`src/rtl/parking_pool_ctrl.sv`:
```
// Two-pool (university / general) parking occupancy controller with an hourly
// capacity hand-over schedule, grant/deny entry handshake and per-pool drain-lock.
module parking_pool_ctrl #(
  parameter int unsigned CNT_W         = 10,
  parameter int unsigned UNI_CAP       = 500,
  parameter int unsigned MISC_CAP      = 200,
  parameter int unsigned NIGHT_UNI_CAP = 200,
  parameter int unsigned STEP          = 50,
  parameter int unsigned SHIFT_START   = 13,
  parameter int unsigned SHIFT_END     = 16
) (
  input  logic             clk,
  input  logic             rst_n,
  input  logic             enabled,
  input  logic [5:0]       hour,
  input  logic             ent_valid,
  input  logic             ent_uni,
  input  logic             ex_valid,
  input  logic             ex_uni,
  input  logic             clear_fault,
  output logic [CNT_W-1:0] uni_parked,
  output logic [CNT_W-1:0] misc_parked,
  output logic [CNT_W-1:0] uni_cap,
  output logic [CNT_W-1:0] misc_cap,
  output logic [CNT_W-1:0] uni_vacant,
  output logic [CNT_W-1:0] misc_vacant,
  output logic             uni_has_space,
  output logic             misc_has_space,
  output logic             ent_grant,
  output logic             ent_deny,
  output logic             ex_err,
  output logic             uni_over,
  output logic             misc_over,
  output logic             hour_err,
  output logic             fault
);

  localparam int unsigned TOTAL    = UNI_CAP + MISC_CAP;
  localparam int unsigned AW       = CNT_W + 4;
  localparam int unsigned HOUR_MAX = 23;

  // Reject parameter sets whose capacities cannot be represented or ordered.
  if (((TOTAL >> CNT_W) != 0) || (NIGHT_UNI_CAP > UNI_CAP)) begin : g_bad_params
    $error("parking_pool_ctrl: TOTAL must fit CNT_W and NIGHT_UNI_CAP <= UNI_CAP");
  end

  typedef enum logic {
    ST_NORMAL = 1'b0,
    ST_OVER   = 1'b1
  } pool_st_e;

  pool_st_e uni_st_q, uni_st_d;
  pool_st_e misc_st_q, misc_st_d;

  logic [CNT_W-1:0] uni_parked_q, uni_parked_d;
  logic [CNT_W-1:0] misc_parked_q, misc_parked_d;
  logic [CNT_W-1:0] uni_cap_q, uni_cap_d;
  logic [CNT_W-1:0] misc_cap_q, misc_cap_d;
  logic [CNT_W-1:0] uni_vacant_q, uni_vacant_d;
  logic [CNT_W-1:0] misc_vacant_q, misc_vacant_d;
  logic             uni_has_space_q, uni_has_space_d;
  logic             misc_has_space_q, misc_has_space_d;
  logic             ent_grant_q, ent_grant_d;
  logic             ent_deny_q, ent_deny_d;
  logic             ex_err_q, ex_err_d;
  logic             hour_err_q, hour_err_d;
  logic             fault_q, fault_d;

  logic             hour_bad;
  logic [AW-1:0]    hour_w;
  logic [AW-1:0]    steps_w;
  logic [AW-1:0]    shrink_w;
  logic [AW-1:0]    sched_w;
  logic             uni_grant, misc_grant;
  logic             uni_exit, misc_exit;
  logic             uni_dec, misc_dec;
  logic             fault_cond;

  assign hour_bad = (hour > 6'(HOUR_MAX));

  // University capacity implied by the hour, clamped at the night floor.
  always_comb begin
    hour_w   = AW'(hour);
    steps_w  = '0;
    shrink_w = '0;
    sched_w  = AW'(UNI_CAP);
    if (hour_w >= AW'(SHIFT_END)) begin
      sched_w = AW'(NIGHT_UNI_CAP);
    end else if (hour_w >= AW'(SHIFT_START)) begin
      steps_w  = hour_w - AW'(SHIFT_START) + AW'(1);
      shrink_w = steps_w * AW'(STEP);
      if (shrink_w >= AW'(UNI_CAP - NIGHT_UNI_CAP)) begin
        sched_w = AW'(NIGHT_UNI_CAP);
      end else begin
        sched_w = AW'(UNI_CAP) - shrink_w;
      end
    end
  end

  // Occupancy, capacity and handshake next-state; everything holds when disabled.
  always_comb begin
    uni_parked_d  = uni_parked_q;
    misc_parked_d = misc_parked_q;
    uni_cap_d     = uni_cap_q;
    misc_cap_d    = misc_cap_q;
    hour_err_d    = hour_err_q;
    ent_grant_d   = 1'b0;
    ent_deny_d    = 1'b0;
    ex_err_d      = 1'b0;
    uni_grant     = 1'b0;
    misc_grant    = 1'b0;
    uni_exit      = 1'b0;
    misc_exit     = 1'b0;
    uni_dec       = 1'b0;
    misc_dec      = 1'b0;
    if (enabled) begin
      hour_err_d = hour_bad;
      if (!hour_bad) begin
        uni_cap_d  = CNT_W'(sched_w);
        misc_cap_d = CNT_W'(TOTAL) - CNT_W'(sched_w);
      end
      if (ent_valid) begin
        if (ent_uni) begin
          uni_grant = (uni_st_q == ST_NORMAL) && (uni_parked_q < uni_cap_q);
        end else begin
          misc_grant = (misc_st_q == ST_NORMAL) && (misc_parked_q < misc_cap_q);
        end
        ent_grant_d = uni_grant | misc_grant;
        ent_deny_d  = ~(uni_grant | misc_grant);
      end
      // A same-pool grant makes the coincident exit legal even from an empty pool.
      uni_exit      = ex_valid & ex_uni;
      misc_exit     = ex_valid & ~ex_uni;
      uni_dec       = uni_exit & ((uni_parked_q != '0) | uni_grant);
      misc_dec      = misc_exit & ((misc_parked_q != '0) | misc_grant);
      ex_err_d      = (uni_exit & ~uni_dec) | (misc_exit & ~misc_dec);
      uni_parked_d  = uni_parked_q + CNT_W'(uni_grant) - CNT_W'(uni_dec);
      misc_parked_d = misc_parked_q + CNT_W'(misc_grant) - CNT_W'(misc_dec);
    end
  end

  // Vacancy is derived from next-state values so it agrees with the counts it is shown with.
  always_comb begin
    uni_vacant_d     = (uni_parked_d >= uni_cap_d) ? '0 : (uni_cap_d - uni_parked_d);
    misc_vacant_d    = (misc_parked_d >= misc_cap_d) ? '0 : (misc_cap_d - misc_parked_d);
    uni_has_space_d  = (uni_vacant_d != '0);
    misc_has_space_d = (misc_vacant_d != '0);
  end

  always_ff @(posedge clk or negedge rst_n) begin
    if (!rst_n) begin
      uni_st_q  <= ST_NORMAL;
      misc_st_q <= ST_NORMAL;
    end else begin
      uni_st_q  <= uni_st_d;
      misc_st_q <= misc_st_d;
    end
  end

  // Drain-lock FSMs: a pool pushed over capacity stays locked until it drains to cap.
  always_comb begin
    uni_st_d  = uni_st_q;
    misc_st_d = misc_st_q;
    case (uni_st_q)
      ST_NORMAL: if (uni_parked_d > uni_cap_d)  uni_st_d = ST_OVER;
      ST_OVER:   if (uni_parked_d <= uni_cap_d) uni_st_d = ST_NORMAL;
      default:   uni_st_d = ST_NORMAL;
    endcase
    case (misc_st_q)
      ST_NORMAL: if (misc_parked_d > misc_cap_d)  misc_st_d = ST_OVER;
      ST_OVER:   if (misc_parked_d <= misc_cap_d) misc_st_d = ST_NORMAL;
      default:   misc_st_d = ST_NORMAL;
    endcase
  end

  always_comb begin
    uni_over  = (uni_st_q == ST_OVER);
    misc_over = (misc_st_q == ST_OVER);
  end

  // Sticky fault: a live condition always wins over clear_fault.
  always_comb begin
    fault_cond = (uni_st_d == ST_OVER) | (misc_st_d == ST_OVER) | (enabled & hour_bad);
    fault_d    = fault_q;
    if (enabled) begin
      fault_d = fault_cond | (fault_q & ~clear_fault);
    end
  end

  always_ff @(posedge clk or negedge rst_n) begin
    if (!rst_n) begin
      uni_parked_q     <= '0;
      misc_parked_q    <= '0;
      uni_cap_q        <= CNT_W'(UNI_CAP);
      misc_cap_q       <= CNT_W'(MISC_CAP);
      uni_vacant_q     <= CNT_W'(UNI_CAP);
      misc_vacant_q    <= CNT_W'(MISC_CAP);
      uni_has_space_q  <= 1'b1;
      misc_has_space_q <= 1'b1;
      ent_grant_q      <= 1'b0;
      ent_deny_q       <= 1'b0;
      ex_err_q         <= 1'b0;
      hour_err_q       <= 1'b0;
      fault_q          <= 1'b0;
    end else begin
      uni_parked_q     <= uni_parked_d;
      misc_parked_q    <= misc_parked_d;
      uni_cap_q        <= uni_cap_d;
      misc_cap_q       <= misc_cap_d;
      uni_vacant_q     <= uni_vacant_d;
      misc_vacant_q    <= misc_vacant_d;
      uni_has_space_q  <= uni_has_space_d;
      misc_has_space_q <= misc_has_space_d;
      ent_grant_q      <= ent_grant_d;
      ent_deny_q       <= ent_deny_d;
      ex_err_q         <= ex_err_d;
      hour_err_q       <= hour_err_d;
      fault_q          <= fault_d;
    end
  end

  assign uni_parked     = uni_parked_q;
  assign misc_parked    = misc_parked_q;
  assign uni_cap        = uni_cap_q;
  assign misc_cap       = misc_cap_q;
  assign uni_vacant     = uni_vacant_q;
  assign misc_vacant    = misc_vacant_q;
  assign uni_has_space  = uni_has_space_q;
  assign misc_has_space = misc_has_space_q;
  assign ent_grant      = ent_grant_q;
  assign ent_deny       = ent_deny_q;
  assign ex_err         = ex_err_q;
  assign hour_err       = hour_err_q;
  assign fault          = fault_q;

endmodule

```
`config.mk`:
```
export PLATFORM = sky130hd
export DESIGN_NAME = parking_pool_ctrl
export DESIGN_NICKNAME = d
export VERILOG_FILES = /design/src/rtl/parking_pool_ctrl.sv
export SDC_FILE = /design/constraint.sdc
export NUM_CORES = 1
export LEC_CHECK = 0
export CAP_MARGIN = 30
export CORE_ASPECT_RATIO = 1.4
export CORE_MARGIN = 5
export CORE_UTILIZATION = 30
export CTS_BUF_LIST = sky130_fd_sc_hd__clkbuf_4 sky130_fd_sc_hd__clkbuf_8
export DETAILED_ROUTE_END_ITERATION = 10
export GPL_ROUTABILITY_DRIVEN = 1
export PLACE_DENSITY = 0.58
export SLEW_MARGIN = 20
export SYNTH_ARGS = -nofsm -noshare
export SYNTH_HDL_FRONTEND = slang
export SYNTH_SLANG_ARGS = --single-unit
```
`constraint.sdc`:
```
create_clock -name clk -period 8.1 [get_ports clk]
set_clock_uncertainty 0.05 [all_clocks]
set_input_delay 0.81 -clock clk [delete_from_list [all_inputs] [get_ports clk]]
set_output_delay 0.81 -clock clk [all_outputs]
set_load 0.01 [all_outputs]
```
# Word level (Yosys, flattened, before mapping)
# Index checks and enable logic that the tools add are counted.
# word_totals
output_inout_bits	69
romBits	0
mem_bits_rw	0
register_bits	69
elab_cells	98
inputBits	14
latchBits	0
n_memories	0
# op_classes
n_eq_ne	0
add_sub_neg	10
div_mod_pow	0
muxes	32
bitwise_logic	22
n_reduce_logical	6
multipliers	1
n_shift	0
order_cmp	12
# op_table
cell	count
$mux 10	11
$reduce_bool 10->1	4
$add 10x1->10	2
$ge 10x10->1	2
$gt 10x10->1	2
$le 10x10->1	2
$lt 10x10->1	2
$sub 10x1->10	2
$sub 10x10->10	2
$mux 1	19
$ge 14x9->1 const B	1
$mul 14x5->13 const B	1
$sub 10x10->10 const A	1
$sub 9x10->10 const A	1
$add 7x2->8 const B	1
$and 1x1->1	8
$not 1->1	7
$or 1x1->1	7
$sub 6x4->7 const B	1
$ge 6x4->1 const B	1
$ge 6x5->1 const B	1
$gt 6x5->1 const B	1
$pmux 1 s2	2
$logic_and 1x1->1	2

# Longest topological paths before layout
# Gate-level depths: netlist of run 1.
# logic_depth
depth_word	17
depth_mapped	38

# Worst setup path after synthesis of run 1
# No wires, ideal clock.
# synth_path
kind	input -> register
start	in hour[0]
end	reg misc_has_space_q, in the netlist misc_has_space
required_ns	7.956
cell_stages	35
slack_ns	-0.015
path_buffers	2
arrival_ns	7.971
path_cell_list	clkbuf_1 -> inv_1 -> ha_1 -> or4b_2 -> nor2_1 -> a211oi_1 -> xor2_1 -> ha_1 -> ha_1 -> inv_1 -> fa_1 -> inv_1 -> ha_1 -> a211oi_1 -> o21ai_0 -> a2111oi_4 -> nand2_2 -> o32ai_4 -> nand2b_1 -> nand2_1 -> ha_1 -> nand3_1 -> xnor2_1 -> nand2_1 -> a22o_1 -> ha_1 -> a21o_1 -> a21oi_1 -> o21ai_0 -> nand2_1 -> a211o_1 -> or2_2 -> clkbuf_1 -> nor2_1 -> or4_1
# synth_between
elab_chain_len	13
# synth_lines
element	line	text
start, declared	15	input logic [5:0] hour,
$sub 6x4->7	90	steps_w = hour_w - AW'(SHIFT_START) + AW'(1);
$add 7x2->8	90	
$mul 14x5->13	91	shrink_w = steps_w * AW'(STEP);
$ge 14x9->1 / $sub 9x10->10 (equally long branches)	92, 95	
$mux 10	92	if (shrink_w >= AW'(UNI_CAP - NIGHT_UNI_CAP)) begin
$mux 10	89	end else if (hour_w >= AW'(SHIFT_START)) begin
$mux 10	87	if (hour_w >= AW'(SHIFT_END)) begin
$sub 10x10->10	120	misc_cap_d = CNT_W'(TOTAL) - CNT_W'(sched_w);
$mux 10 *	118	if (!hour_bad) begin
$mux 10 *	116	if (enabled) begin
net misc_cap_d[5]	58	logic [CNT_W-1:0] misc_cap_q, misc_cap_d;
$sub 10x10->10 / $ge 10x10->1 (equally long branches)	145	misc_vacant_d = (misc_parked_d >= misc_cap_d) ? '0 : (misc_cap_d - misc_parked_d);
$mux 10 *	145	
net misc_vacant_d[9]	60	logic [CNT_W-1:0] misc_vacant_q, misc_vacant_d;
$reduce_bool 10->1 *	147	misc_has_space_d = (misc_vacant_d != '0);
net misc_has_space_d	62	logic misc_has_space_q, misc_has_space_d;
end signal, assigned	213	misc_has_space_q <= misc_has_space_d;
end, declared	62	
# The timed path passes the listed nets; every way through them passes the cells marked *.
# A chain may end at the register's enable or synchronous reset.

# Final worst setup path of run 1
# Same ends and word-level chain as after synthesis.

==> flow_metrics.tcl, run 1 <==
set metrics [dict create \
    drc_errors 0 \
    num_io_pins 83 \
    cp.arrival_ns 7.97 \
    worst_slack_ns 0.359 \
    yosysWarnings 0 \
    tightest_slew_ns 0.749 \
    cts_max_path_buffers 2 \
    antenna_found_initial 0 \
    grt_overflow_total 0 \
    grt_usage 0.143 \
    die_w_um 131 \
    final_cell_mix "inv_1, ha_1, clkdlybuf4s50_1" \
    grt_max_degree 70 \
    cp-start-kind "primary input" \
    fp.dieH_um 180 \
    leakagePower_uw 0.00393 \
    clk_pin_slew_ns 0.08 \
    ir_drop_mv 0.142 \
    post_drt_wl_per_cell_um 15.3 \
    place.gp.congestion 0.909 \
    cts_tree "yes" \
    synth_seq_cells 69 \
    start_util 0.304 \
    maxSlewViolCount 0 \
    drt_iter0_drc 279 \
    vias 5427 \
    synth_edf_count 0 \
    num_rows 62 \
    postSynthNetCount 822 \
    hold_violations 0 \
    drt_wl_total_mm 17.0 \
    synth_cells 701 \
    post-route-period-util 0.956 \
    cts_made_buffers 9 \
    synth_cell_types 61 \
    firstDrtPassIters 4 \
    cts_sinks 69 \
    cp-end-kind "register" \
    hold_ws_ns 0.332 \
    drive_gt1_frac 0.175 \
    crit_path_frequent_cell "ha_4" \
    syn_area_mm2 0.00619 \
    total_power_uw 3670 \
    crit_fanout 7 \
    ant_nets 0 \
    cts_root_buffer "clkbuf_8" \
    h-tree-depth 3 \
    core-area_mm2 0.0204 \
    io_buffers 82 \
    clock_latency_ns 0.36 \
    crit_slowest_cell "or4b_4" \
    slew_headroom 0.499 \
    avgSynthCellArea_um2 8.83 \
    postLayoutCoreUtil 0.401 \
    period_minus_slack_ns 7.74 \
    criticalPathCategory "primary input to register" \
    grt_pass1_wl_mm 28.2 \
    nets 971 \
    clock.fmax_mhz 129 \
    final-setup-viol-count 0 \
    synth_seq_area_share 0.283 \
    cpPeakStageDelay_ns 0.54 \
    holdCritPathClass "primary input to async pin" \
    powerDensity_mw_per_mm2 448 \
    hpwl_mm 13.8 \
    regToRegSetupSlack_ns 2.05 \
    synthArstFlopShare 1.00 \
    required_ns 8.33 \
    status "complete, no violations" \
    synth-main-ff-cell "dfrtp_1" \
    die_area_mm2 0.0237 \
    grt_pass1_vias 5736 \
    final_common_cell "inv_1" \
    avgViaCountPerCell 4.88 \
    max-cap-violations 0 \
    antenna_cells 0 \
    syn2layout_area_growth_pct 32.2 \
    tns_ns 0 \
    place_ws_ns -0.295 \
]
cell usage after synthesis (6+ instances only):
cell type	instances	area, um^2
a21oi_1	37	185
xor2_1	21	184
nor2b_1	7	43.8
xnor2_1	26	228
ha_1	96	1200
nor3_1	18	90.1
nand2b_1	8	50.1
dfstp_2	20	526
fa_1	11	220
clkbuf_1	12	45.0
nand4_1	7	43.8
a21o_1	26	195
inv_1	102	383
o211ai_1	7	52.6
nor2_1	61	229
a211oi_1	10	75.1
a31oi_1	6	37.5
o21a_1	7	52.6
nand3_1	18	90.1
o21ai_0	34	170
dfrtp_1	49	1230
nand2_1	36	135
repair_timing:
item / 4_1_cts / 5_1_grt
setup endpoints to repair: 0 / 17
gates resized for setup: 0 / 40
hold buffers: 0 / 0
setup buffers: 0 / 2
cell families after synthesis:
| family | synth area share |
|---|---|
| and+or+nand+nor | 0.140 |
| xor gates and xnor gates | 0.0703 |
| muxes | 0.0156 |
| adders and majority gates | 0.230 |
| AOI/OAI and AO/OA | 0.190 |
| DFF | 0.283 |
| buffers and inverters | 0.0721 |
worst paths after layout:
kind,from,endpoint,depth (start not counted)
max,hour[0],misc_has_space,36
min,rst_n,misc_vacant[8],2
max reg2reg,misc_parked[1],fault,28
min reg2reg,hour_err,hour_err,2
max in group asynchronous,rst_n,uni_vacant[2],3
min in group clk,hour_err,hour_err,2
where the power goes:
part	total, uW	internal, uW	leakage, uW	switching [uW]
sequential	582	472	0.000812	110
combinational	2750	1340	0.00300	1410
clock	333	184	0.000113	149
final cells by class:
| class | count | area, um^2 |
|---|---|---|
| multi-input combinational | 516 | 4140 |
| timing repair buffer | 152 | 1360 |
| fill | 2084 | 12200 |
| clock buffer | 10 | 138 |
| sequential | 69 | 1750 |
| inverter | 102 | 383 |
| clock inverter | 6 | 93.8 |
| tap | 256 | 320 |
sequential cells by signal, indices dropped and copies added (netlist names):
register        cells
ent_deny            1
fault               1
uni_parked         10
misc_vacant        10
uni_over            1
ex_err              1
uni_cap            10
misc_has_space      1
misc_parked        10
misc_cap           10
ent_grant           1
uni_vacant         10
uni_has_space       1
misc_over           1
hour_err            1
worst max-delay path: cells and delay by family:
family	cells	cell delay [ns]
buf+inv	5	0.88
compound gates	10	1.77
simple gates	11	2.03
fa+ha+maj	7	1.84
xor+xnor	3	0.61
through the flow:
step / area, um^2 / cells
after floorplan: 6190 / 701
after global placement: 7760 / 1092
after detailed placement: 7760 / 1092
after CTS: 7990 / 1108
after global routing: 8190 / 1111
final: 8190 / 1111
routing by layer:
layer	wire length [um]	global-route usage
met5	0	0
met4	482	0.0548
met3	561	0.0196
met2	8990	0.263
met1	7000	0.168
No activity file was read; power rests on OpenSTA's default activity.
==> run 2: changes to the inputs <==
--- a/config.mk
+++ b/config.mk
@@ -5,14 +5,17 @@
 export SDC_FILE = /design/constraint.sdc
 export NUM_CORES = 1
 export LEC_CHECK = 0
+export ABC_AREA = 1
 export CAP_MARGIN = 30
+export CELL_PAD_IN_SITES_DETAIL_PLACEMENT = 1
+export CELL_PAD_IN_SITES_GLOBAL_PLACEMENT = 1
 export CORE_ASPECT_RATIO = 1.4
 export CORE_MARGIN = 5
 export CORE_UTILIZATION = 30
 export CTS_BUF_LIST = sky130_fd_sc_hd__clkbuf_4 sky130_fd_sc_hd__clkbuf_8
 export DETAILED_ROUTE_END_ITERATION = 10
 export GPL_ROUTABILITY_DRIVEN = 1
-export PLACE_DENSITY = 0.58
+export PLACE_DENSITY = 0.71
 export SLEW_MARGIN = 20
 export SYNTH_ARGS = -nofsm -noshare
 export SYNTH_HDL_FRONTEND = slang
==> run 2 against run 1 <==
Synthesized cell count up 13%. Synthesized area down 0.91%. Global-route usage up 1.2 points. Final cell count up 3.7%. Non-clock buffer count down 56. Utilization down 2.5 points. Critical endpoint unchanged.
==> flow_metrics.tcl, run 2 <==
set metrics [dict create \
    cts_root_buffer "clkbuf_8" \
    vias 5338 \
    yosys.area.top_type_share 0.200 \
    grt_usage 0.155 \
    maxSlewViolCount 0 \
    drive_gt1_frac 0.106 \
    yosysWarnings 0 \
    required_ns 8.33 \
    start_util 0.302 \
    cpPeakStageDelay_ns 0.52 \
    avgSynthCellArea_um2 7.75 \
    synth_cells 792 \
    drc_errors 0 \
    nets 1012 \
    firstDrtPassIters 4 \
    antenna_cells 0 \
    antenna_found_initial 0 \
    core-area_mm2 0.0203 \
    tightest_slew_ns 0.620 \
    post-route-period-util 0.937 \
    synth_edf_count 0 \
    cts_sinks 69 \
    avgViaCountPerCell 4.63 \
    dpl_cell_area_mm2 0.00734 \
    num_io_pins 83 \
    hold_ws_ns 0.252 \
    max-cap-violations 0 \
    met3_usage 0.0167 \
    grt_pass1_wl_mm 28.3 \
    synth_seq_cells 69 \
    ir_drop_mv 0.123 \
    status "complete, no violations" \
    grt.busiest_layer "met2" \
    die_w_um 131 \
    post_drt_wl_per_cell_um 15.3 \
    leakagePower_uw 0.00386 \
    powerDensity_mw_per_mm2 418 \
    synth_most_common_cell "inv_1" \
    r2r_start "uni_parked[1]" \
    cts_tree "yes" \
    syn2layout_area_growth_pct 24.7 \
    synth-main-ff-cell "dfrtp_1" \
    regToRegSetupSlack_ns 1.89 \
    crit_slowest_cell "clkdlybuf4s50_1" \
    postSynthNetCount 913 \
    synth_seq_area_share 0.285 \
    drt_wl_total_mm 17.7 \
    cp.arrival_ns 7.81 \
    synth_cell_types 42 \
    cp-start-kind "primary input" \
    final-setup-viol-count 0 \
    grt_max_degree 70 \
    clock_latency_ns 0.37 \
    synthArstFlopShare 1.00 \
    cts_made_buffers 9 \
    grt_setup_unrepaired "yes" \
    grt_overflow_total 0 \
    clk_pin_slew_ns 0.09 \
    h-tree-depth 3 \
    place.gp.congestion 0.810 \
    drt_iter0_drc 150 \
    yosys.area.top_type "dfrtp_1" \
    ant_nets 0 \
    cp-end-kind "register" \
    hpwl_mm 14.7 \
    tns_ns 0 \
    rr_worst_depth 37 \
    cts_max_path_buffers 2 \
    clock.fmax_mhz 132 \
    grt_pass1_vias 5748 \
    hold_violations 0 \
    syn_area_mm2 0.00614 \
    synth_commonest_cells "inv_1, nand2_1, ha_1" \
    criticalPathCategory "primary input to register" \
    postCtsSetupRepairBufs 0 \
    r2r-end "uni_has_space" \
    final.fill_count 2511 \
    grtUsageMet1 0.177 \
    io_buffers 82 \
    die_area_mm2 0.0235 \
    synthTopCellsByArea "dfrtp_1, ha_1, inv_1" \
    gr-usage-met2 0.297 \
    final_common_cell "inv_1" \
    num_rows 62 \
    fin_area_mm2 0.00765 \
    holdCritPathClass "primary input to async pin" \
    cts_resized 0 \
    crit_fanout 10 \
    final_cell_mix "inv_1, nand2_1, ha_1" \
    fp.dieH_um 179 \
    period_minus_slack_ns 7.59 \
    cts_hold_buf 0 \
    slew_headroom 0.582 \
]
-- run 2: worst max-delay path, delay by kind of cell --
family / cells / cell delay (ns)
AOI/OAI and AO/OA: 3 / 0.55
xor gates and xnor gates: 2 / 0.33
adders and majority gates: 7 / 2.17
buffers and inverters: 8 / 1.22
and+or+nand+nor: 26 / 2.68
-- run 2: worst max-delay path by stage --
stage / from / endpoint / slack (ns) / cells past startpoint
3_3_place_gp: hour[1] / misc_has_space / 0.15 / 44
6_report: hour[1] / misc_has_space / 0.51 / 46
4_1_cts: hour[1] / misc_has_space / 0.21 / 44
2_1_floorplan: hour[0] / misc_has_space / 1.11 / 40
3_5_place_dp: hour[1] / misc_has_space / -0.15 / 44
5_1_grt: hour[1] / misc_has_space / -0.04 / 41
-- run 2: kinds of logic (layout without fill, tap and decap cells) --
kind of cell / after synthesis / count (layout) / synth area share
AO/OA/AOI/OAI: 99 / 99 / 0.0924
XOR/XNOR: 41 / 41 / 0.0616
adder cells (fa/ha/maj): 107 / 107 / 0.232
buffers and inverters: 177 / 281 / 0.109
flip-flops: 69 / 69 / 0.285
AND/OR/NAND/NOR: 299 / 299 / 0.220
-- run 2: metal layers --
metal  wire length [um]  up-vias
met3                385       22
met2               9710       60
met1               7230     2547
met5                  0        -
met4                362        0
li1                   -     2709
-- run 2: area by class of cell --
type | instances | area [um^2] | share of cell area
clock buffers | 9 | 124 | 0.0162
clock inverters | 7 | 81.3 | 0.0106
inverters | 169 | 634 | 0.0829
multi-input cells | 546 | 3800 | 0.496
flip-flops and latches | 69 | 1750 | 0.229
well taps | 256 | 320 | 0.0419
repair buffers | 96 | 943 | 0.123
-- run 2: stage by stage --
step                std cells  total power (uW)  utilization  setup slack, ns
floorplan                 792              2120            -             1.11
global placement         1135              2790        0.361            0.149
finish                   1152              3200        0.376            0.512
global route             1152              3550        0.376          -0.0382
detailed placement       1135              2850        0.361           -0.153
CTS                      1151              3180        0.371            0.212
-- run 2: power by group --
| part | switching [uW] | internal [uW] |
|---|---|---|
| combinational | 1340 | 959 |
| clock | 159 | 146 |
| sequential | 109 | 487 |
==> run 3: changes to the inputs <==
--- a/config.mk
+++ b/config.mk
@@ -15,7 +15,7 @@
 export CTS_BUF_LIST = sky130_fd_sc_hd__clkbuf_4 sky130_fd_sc_hd__clkbuf_8
 export DETAILED_ROUTE_END_ITERATION = 10
 export GPL_ROUTABILITY_DRIVEN = 1
-export PLACE_DENSITY = 0.71
+export PLACE_DENSITY = 0.68
 export SLEW_MARGIN = 20
 export SYNTH_ARGS = -nofsm -noshare
 export SYNTH_HDL_FRONTEND = slang
==> run 3 against run 2 <==
Critical path depth stayed put. Global-route usage is 0.070 points higher. Largest cell class unchanged. Sequential cell count stayed put. Clock power is 6% higher. Power is 0.51% lower. Utilization hardly changed. Sequential power hardly changed. Clock-buffer cell count stayed put. Die area stayed put. Final cell count is 0.26% higher. Hold slack worse by 0.0084 ns. Sequential share of layout area hardly changed.
==> flow_metrics.tcl, run 3 (synthesized netlist as in run 2, its figures left out) <==
set metrics [dict create \
    regToRegSetupSlack_ns 1.88 \
    crit_slowest_cell "clkdlybuf4s50_1" \
    start_util 0.302 \
    powerDensity_mw_per_mm2 415 \
    die_area_mm2 0.0235 \
    instances_no_fill 1155 \
    final_cell_mix "inv_1, nand2_1, ha_1" \
    required_ns 8.32 \
    ir_drop_mv 0.140 \
    cts_hold_buf 0 \
    drc_errors 0 \
    drt_iter0_drc 156 \
    cpPeakStageDelay_ns 0.47 \
    grt_pass1_wl_mm 28.7 \
    drt_wl_total_mm 17.5 \
    cp.arrival_ns 7.70 \
    cts_made_buffers 9 \
    final-setup-viol-count 0 \
    slew_headroom 0.587 \
    cp-end-kind "register" \
    clock_latency_ns 0.36 \
    place.gp.congestion 0.862 \
    firstDrtPassIters 4 \
    avgViaCountPerCell 4.68 \
    status "complete, no violations" \
    criticalPathCategory "primary input to register" \
    crit_fanout 10 \
    leakagePower_uw 0.00389 \
    post_drt_wl_per_cell_um 15.2 \
    fp.dieH_um 179 \
    ant_nets 0 \
    num_rows 62 \
    worst_slack_ns 0.617 \
    grt_pass1_vias 5722 \
    rr_worst_depth 37 \
    cp-start-kind "primary input" \
    num_io_pins 83 \
    cts_max_path_buffers 2 \
    place_ws_ns -0.125 \
    dp_cells 1138 \
    final_common_cell "inv_1" \
    clk_pin_slew_ns 0.08 \
    grt_max_degree 70 \
    maxSlewViolCount 0 \
    cts_root_buffer "clkbuf_8" \
    clock.fmax_mhz 134 \
    final.fill_count 2478 \
    r2r-end "uni_has_space" \
    grt_usage 0.156 \
    drive_gt1_frac 0.103 \
    syn2layout_area_growth_pct 24.8 \
    cts_tree "yes" \
    io_buffers 82 \
    hpwl_mm 14.8 \
    grt_overflow_total 0 \
    nets 1015 \
    post-route-period-util 0.924 \
    antenna_cells 0 \
    postLayoutCoreUtil 0.377 \
    total_power_uw 3180 \
    tightest_slew_ns 0.613 \
    h-tree-depth 3 \
    r2r_start "uni_parked[1]" \
    antenna_found_initial 0 \
    period_minus_slack_ns 7.48 \
    hold_violations 0 \
    postCtsSetupRepairBufs 0 \
    vias 5406 \
    die_w_um 131 \
    core-area_mm2 0.0203 \
    holdCritPathClass "primary input to async pin" \
    max-cap-violations 0 \
    cts_sinks 69 \
]
==> run 3: cell count changes in the layout (fill, tap and decap cells not counted), moves of 2 or more <==
| cell | delta |
|---|---|
| buf_4 | +3 |
| ha_1 | +3 |
| ha_4 | -2 |
| nor2_1 | +2 |
| nor2_2 | -2 |
==> run 3: layer usage <==
metal,GRT usage,vias up,wire [um]
met4,0.0437,0,294
met3,0.0167,15,420
met2,0.298,52,9630
li1,-,2721,-
met5,0,-,0
met1,0.180,2618,7160
==> run 3: power breakdown <==
group / internal, uW / leakage [uW] / total (uW) / switching [uW]
Combinational: 943 / 0.00298 / 2260 / 1320
Sequential: 487 / 0.000806 / 596 / 109
Clock: 175 / 0.000110 / 322 / 147
==> run 3: critical path, delay by kind of cell <==
kind,cells,cell delay (ns)
compound gates,3,0.50
xor+xnor,2,0.32
fa+ha+maj,7,2.15
buf+inv,8,1.11
simple gates,26,2.78
==> run 3: layout make-up <==
cell class                 count  area (um^2)  share of cell area
clock buffer                   9          124              0.0162
clock inverter                 7         98.8              0.0129
inverter                     169          634              0.0828
multi-input combinational    546         3760               0.491
sequential                    69         1750               0.229
tap                          256          320              0.0418
timing repair buffer          99          966               0.126
==> run 3: worst max path at each step <==
| stage | slack, ns | start | cells after the start | endpoint |
|---|---|---|---|---|
| final | 0.62 | hour[1] | 46 | misc_has_space |
| after global routing | -0.01 | hour[1] | 46 | misc_has_space |
| after CTS | 0.28 | hour[0] | 41 | misc_has_space |
| after detailed placement | -0.12 | hour[0] | 41 | misc_has_space |
| after global placement | 0.13 | hour[1] | 46 | misc_has_space |
| after floorplan | 1.11 | hour[0] | 40 | misc_has_space |
==> run 3: timing repair <==
| action | 4_1_cts | 5_1_grt |
|---|---|---|
| setup endpoints to repair | 0 | 4 |
| hold endpoints to repair | 0 | 0 |
| resized for setup | 0 | 9 |
==> run 3: per-stage QoR <==
| stage | setup TNS, ns | hold WS [ns] | area, um^2 |
|---|---|---|---|
| floorplan | 0 | 0.450 | 6140 |
| global placement | 0 | 0.425 | 7360 |
| detailed placement | -0.125 | 0.454 | 7360 |
| CTS | 0 | 0.472 | 7580 |
| global route | -0.0126 | 0.243 | 7660 |
| finish | 0 | 0.243 | 7660 |
